## src/rtl/sevenseg_pkg.sv

```systemverilog
// Shared codes for the seven-segment scan path: digit-select codes, dot modes
// and the BCD clamp applied to live digits before they reach the decoder.
package sevenseg_pkg;

  localparam logic [1:0] LED_HT = 2'b00;
  localparam logic [1:0] LED_HU = 2'b01;
  localparam logic [1:0] LED_MT = 2'b10;
  localparam logic [1:0] LED_MU = 2'b11;

  localparam logic [1:0] DOT_OFF   = 2'b00;
  localparam logic [1:0] DOT_ON    = 2'b01;
  localparam logic [1:0] DOT_BLINK = 2'b10;

  localparam logic [3:0] BCD_MAX = 4'd9;

  // Codes 10..15 would freeze the decoder's segments, so they display as 0.
  function automatic logic [3:0] clamp_bcd(input logic [3:0] d);
    return (d > BCD_MAX) ? 4'd0 : d;
  endfunction

endpackage

```

## src/rtl/tick_gen.sv

```systemverilog
// Free-running prescaler: tick is high for one cycle every DIV cycles.
// Serves the digit scan here and the 1 Hz timekeeping tick elsewhere.
module tick_gen #(
  parameter int DIV = 4
) (
  input  logic clk,
  input  logic rst,
  output logic tick
);

  localparam int CW = (DIV > 1) ? $clog2(DIV) : 1;
  localparam logic [CW-1:0] LAST = CW'(DIV - 1);

  logic [CW-1:0] cnt;

  // With DIV = 1 the count sits at 0 == LAST, so tick is high every cycle.
  assign tick = (cnt == LAST);

  always_ff @(posedge clk) begin
    if (rst) begin
      cnt <= '0;
    end else if (tick) begin
      cnt <= '0;
    end else begin
      cnt <= cnt + 1'b1;
    end
  end

endmodule

```

## src/rtl/sevenseg_scan.sv

```systemverilog
// Four-digit scan controller: steps the digit select, presents a per-frame
// snapshot of HH:MM and drives the hours/minutes separator dot.
module sevenseg_scan
  import sevenseg_pkg::*;
#(
  parameter int CLK_HZ   = 100_000_000,
  parameter int STEP_HZ  = 1_000,
  parameter int BLINK_HZ = 1
) (
  input  logic       clk,
  input  logic       rst,
  input  logic [3:0] hr_tens,
  input  logic [3:0] hr_units,
  input  logic [3:0] min_tens,
  input  logic [3:0] min_units,
  input  logic [1:0] dot_mode,
  output logic [1:0] led,
  output logic [3:0] x,
  output logic       dot
);

  localparam int DIV         = CLK_HZ / STEP_HZ;
  localparam int BLINK_STEPS = STEP_HZ / (2 * BLINK_HZ);
  localparam int BW          = (BLINK_STEPS > 1) ? $clog2(BLINK_STEPS) : 1;
  localparam logic [BW-1:0] BLINK_LAST = BW'(BLINK_STEPS - 1);

  logic          step;
  logic [3:0]    shadow [4];
  logic [3:0]    live   [4];
  logic [BW-1:0] blink_cnt;
  logic          blink_phase;
  logic [1:0]    led_n;
  logic          dot_en;

  tick_gen #(.DIV(DIV)) u_tick (
    .clk  (clk),
    .rst  (rst),
    .tick (step)
  );

  always_comb begin
    led_n   = led + 2'd1;
    live[0] = clamp_bcd(hr_tens);
    live[1] = clamp_bcd(hr_units);
    live[2] = clamp_bcd(min_tens);
    live[3] = clamp_bcd(min_units);
    case (dot_mode)
      DOT_ON:    dot_en = 1'b1;
      DOT_BLINK: dot_en = blink_phase;
      default:   dot_en = 1'b0;
    endcase
  end

  always_ff @(posedge clk) begin
    if (rst) begin
      led         <= LED_HT;
      x           <= 4'd0;
      dot         <= 1'b0;
      blink_cnt   <= '0;
      blink_phase <= 1'b0;
      for (int i = 0; i < 4; i++) shadow[i] <= 4'd0;
    end else if (step) begin
      led <= led_n;
      // The frame snapshot is taken on the wrap; the first digit bypasses
      // the shadow so it is not a frame behind the other three.
      if (led_n == LED_HT) begin
        for (int i = 0; i < 4; i++) shadow[i] <= live[i];
        x <= live[LED_HT];
      end else begin
        x <= shadow[led_n];
      end
      dot <= (led_n == LED_HU) && dot_en;
      if (blink_cnt == BLINK_LAST) begin
        blink_cnt   <= '0;
        blink_phase <= ~blink_phase;
      end else begin
        blink_cnt <= blink_cnt + 1'b1;
      end
    end
  end

endmodule

```

## config.mk

```make
export PLATFORM = sky130hd
export DESIGN_NAME = sevenseg_scan
export DESIGN_NICKNAME = d
export VERILOG_FILES = /design/src/rtl/sevenseg_pkg.sv /design/src/rtl/tick_gen.sv /design/src/rtl/sevenseg_scan.sv
export SDC_FILE = /design/constraint.sdc
export NUM_CORES = 1
export LEC_CHECK = 0
export BUFFER_PORTS_ARGS = -buffer_cell sky130_fd_sc_hd__buf_4
export CORE_AREA = 2 2 72 81
export DETAILED_ROUTE_END_ITERATION = 16
export DIE_AREA = 0 0 74 83
export GPL_TIMING_DRIVEN = 0
export HOLD_SLACK_MARGIN = 0.1
export PLACE_DENSITY = 0.72
export SKIP_LAST_GASP = 1
export SLEW_MARGIN = 20
export SYNTH_ARGS = -nofsm -noshare
export SYNTH_HDL_FRONTEND = slang
export SYNTH_SLANG_ARGS = --single-unit
```

## constraint.sdc

```tcl
create_clock -name clk -period 6.26 [get_ports clk]
set_clock_uncertainty 0.05 [all_clocks]
set_input_delay 1.252 -clock clk [delete_from_list [all_inputs] [get_ports clk]]
set_output_delay 1.252 -clock clk [all_outputs]
set_load 0.01 [all_outputs]
```

After elaboration in Yosys (flattened, before gate mapping) --
Memories as Yosys holds them, arrays and structs flattened. A register that Yosys moved wholly into a read port is not among the register bits. Cells that the tools add are included.
Storage, ports and cells: flip-flop bits (word level) 30, bits of input ports 20, memory bits (writable) 16, memories 1, word-level logic and storage cells 43, output and inout port bits 7
Operators by class: mux-type cells 16, add/sub/neg operators 3, reduce and logical (&&, ||, !) cells 4, equal/unequal tests 5, magnitude comparators 4, bitwise operators 5
Memories:
- shadow | words 4, width 4, read ports 1, clocked after Yosys merged registers in 1, wr ports 4, line sevenseg_scan.sv:28 | logic [3:0] shadow [4];
Operators by type and width (number):
- 2-to-1 mux 4 bit | 8
- adder 17 x 1 -> 17 bit, second input constant | 1
- == test 17 bit, second input constant | 1
- > comparator 4 bit, second input constant | 4
- adder 9 x 1 -> 9 bit, second input constant | 1
- == test 9 bit, second input constant | 1
- 2-to-1 mux 9 bit | 1
- 2-to-1 mux 1 bit | 6
- == test 2 x 1 -> 1 bit, second input constant | 2
- bitwise OR 1 bit | 4
- adder 2 x 1 -> 2 bit, second input constant | 1
- == test 2 bit, second input constant | 1
- logical NOT 2 bit | 1
- case mux 1 bit (2 select lines) | 1
- AND reduction 2 bit | 1
- OR reduction 2 bit | 1
- logical AND 1 bit | 1
- NOT 1 bit | 1

Logic depth before layout (Yosys ltp) --
depth after elaboration 7, gate-level depth with buffers 9, gate-level depth less buffers 7

By module --
From an unflattened synthesis, not the netlist that was laid out.
Second synthesis, totals: cells, all modules 262, area, all modules 2638.8 um^2
Modules (own cells, without submodules):
- sevenseg_scan | area an instance 1841.8 um^2, times used 1, seq. area each 820.8 um^2, cells an instance 174
- tick_gen | area an instance 797.0 um^2, times used 1, seq. area each 340.3 um^2, cells an instance 88

Least setup slack after synthesis --
No wires, ideal clock.
path kind input to register, from in rst, to mem shadow[0][0] (enable), arrival time 2.196 ns, slack 3.647 ns, required time 5.843 ns, cell stages on the path 3, buffers on the path 2, library setup time 0.367 ns, path through clkbuf_1 clkbuf_1 a21o_1
RTL lines:
- start: declaration | line sevenseg_scan.sv:11 | input logic rst,
- end: declaration | line sevenseg_scan.sv:28

==> metrics <==
status=completed; met2 wire length=approximately 2.4 mm; drt total wl=roughly 5 mm; Clock Latency Late Sink=approximately 0.31 ns; Peak VDD IR=between 0.1 and 0.15 mV; remaining antenna violation count=0; largest stage delay on the critical path=about 0.55 ns; Unique masters post-synth=48; top_reg_cell synth=dfxtp_1; gr usage total=17.3%; starting DRC count in detailed routing=~130; clk sinks=50; clk root buf=clkbuf_8; number of synthesized flops with an enable pin=16; Synth Area in Adders=roughly 3.9%; max-cap violations=0; Worst Max-Slew Pin Slew=between 0.6 and 0.7 ns; Final HPWL DP=between 3 and 4 mm; Nets=~330; CTS tree=built; Avg Cell Area, Syn=9.70 µm²; crit-path leading delay family=buffers and inverters; area fraction in compound gates after synthesis=under 10%; Area Overhead vs Synth=15.0%; proportion of synthesized area in mux cells=4.28%; DR pass1 iterations=4; die footprint=about 6100 µm²; fin crit share=about 42%; PortBufs=25; commonest cells after routing, fill and taps aside=45 x nor2_1, 34 x dfxtp_1, 26 x buf_4; register bit total from synthesis=50; layout cells sized above 1=between 10% and 20%; CP max-delay cell=a21o_1; Hold Crit Class=register to register; FFs w/ async S/R, synth=0%; largest family of logic cells by synthesized area=simple AND/OR/NAND/NOR gates; crit-path cells=clkbuf_1 -> clkbuf_1 -> a21o_1; RSZ-0062 raised after global routing=no; standard-cell row count=28; WP data required=approximately 6.2 ns; Final setup viols=0; Synth Area in Simple Gates=roughly 27%; Routed met1 length=around 2.3 mm; hold-fix buffers at CTS=0; clk slew on worst S/H paths=roughly 0.080 ns; Power Total=~600 µW; total CTS buffers=5; IO Pins=27; post-synthesis sequential area ratio=between 40% and 50%; Placer Congestion=approximately 0.81; reg2reg path depth=7; Mapped Nets=between 200 and 300; leakage=1.10 nW; Vias=about 1900; power density cells=roughly 200 nW/µm²; WL per Instance=between 10 and 15 µm; global-route wire length before repair=just over 8 mm; final setup TNS=0 ns; largest net degree at the start of global routing=17; global route total overflow=0; uppermost routed layer=met4; Final Hold Violating Endpoints=0; Setup CP Type=input pin to register; pre-CTS setup slack=around 3.3 ns; vias in the first global route=around 1800; WP buf/inv=2; Layout fillers=~480; H-tree levels=2; Post-Synth XOR/XNOR Area=between 7 and 8%; Slew Viols, Final=0; antenna violations before repair=0; Synth Warn #=0; placed instance area=2850 µm²; Max Fclk=~380 MHz; Die W=~74 µm; WHS Path Cells=1; crit path time final=between 2 and 3 ns; CP Launch Type=input pin; met3 WL post-DR=about 230 µm; CP max FO=16; core footprint=around 5300 µm²; Max Root-Sink Buffers=2; vias per cell=around 5.2; Rel. slew slack=approximately 58%; Initial Util=about half; Critical Path Sink Type=register; setup ws final=between 3 and 4 ns; mapped cell area=2570 µm²; Cells after Synth=approximately 270; Crit. path cell count=3; Arr. time, crit path=around 2.5 ns; post-CTS setup buffers=0; Die Span Y=83 µm; most frequent CP cell=clkbuf_1; ANT cells=0; Remaining DRCs=0; commonest non-fill, non-tap cell in the layout=nor2_1; Resize count post-CTS=0; post-route cell area=approximately 3000 µm²
## stage by stage
stage	hold slack [ns]	cells	utilization [%]
2_1_floorplan	0.380	265	-
3_3_place_gp	0.393	365	53.9
3_5_place_dp	0.416	365	53.9
4_1_cts	0.432	373	55.9
5_1_grt	0.448	373	55.9
6_report	0.428	373	55.9
## routing by layer
metal | vias up | track usage, %
met5 | - | 0
met2 | 30 | 27.4
met3 | 5 | 4.49
met4 | 0 | 5.62
li1 | 1003 | -
met1 | 911 | 22.9
## registers in the layout, summed over array words and instances, names as in the netlist
name	count
u_tick.cnt	17
blink_phase	1
x	4
dot	1
led	2
shadow	16
blink_cnt	9
## worst paths after layout
kind                             from                    endpoint  slack [ns]
max                               rst  shadow[2][3]$_SDFFCE_PN0P_        3.61
min          u_tick.cnt[0]$_SDFF_PP0_    u_tick.cnt[0]$_SDFF_PP0_        0.43
max reg2reg  u_tick.cnt[0]$_SDFF_PP0_  shadow[2][3]$_SDFFCE_PN0P_        3.86
min reg2reg  u_tick.cnt[0]$_SDFF_PP0_    u_tick.cnt[0]$_SDFF_PP0_        0.43
## kinds of logic (layout without fill, tap and decap cells)
kind of cell / count (synthesis) / in the layout
AOI/OAI and AO/OA: 30 / 30
xor gates and xnor gates: 23 / 23
adders and majority gates: 8 / 8
buffers and inverters: 21 / 54
DFF: 50 / 50
muxes: 6 / 6
and+or+nand+nor: 127 / 127
## power breakdown
| part | switching [mW] | internal (mW) | total [mW] |
|---|---|---|---|
| sequential | 0.00276 | 0.340 | 0.343 |
| combinational | 0.0191 | 0.0171 | 0.0362 |
| clock | 0.109 | 0.102 | 0.210 |
| total | 0.131 | 0.459 | 0.590 |
## final cells by class
type	instances	area, µm²	area share, %
plain buffers	12	71.3	2.41
clock buffers	6	93.8	3.17
clock inverters	2	10.0	0.339
inverters	9	33.8	1.14
multi-input cells	194	1310	44.1
flip-flops and latches	50	1160	39.3
well taps	75	93.8	3.17
repair buffers	25	188	6.35
## cells in the mapped netlist (5+ instances only)
master	n	area [µm²]
nand4_1	8	50.1
a21oi_1	7	35.0
and2_1	6	37.5
buf_2	6	30.0
nand3_1	11	55.1
xor2_1	16	140
inv_1	9	33.8
o21ai_0	7	35.0
and3_1	6	37.5
dfxtp_1	34	681
ha_1	8	100
nand2_1	19	71.3
nor3b_1	5	37.5
nor2_1	45	169
xnor2_1	7	61.3
edfxtp_1	16	480
Power figures use the tool's default switching activity.
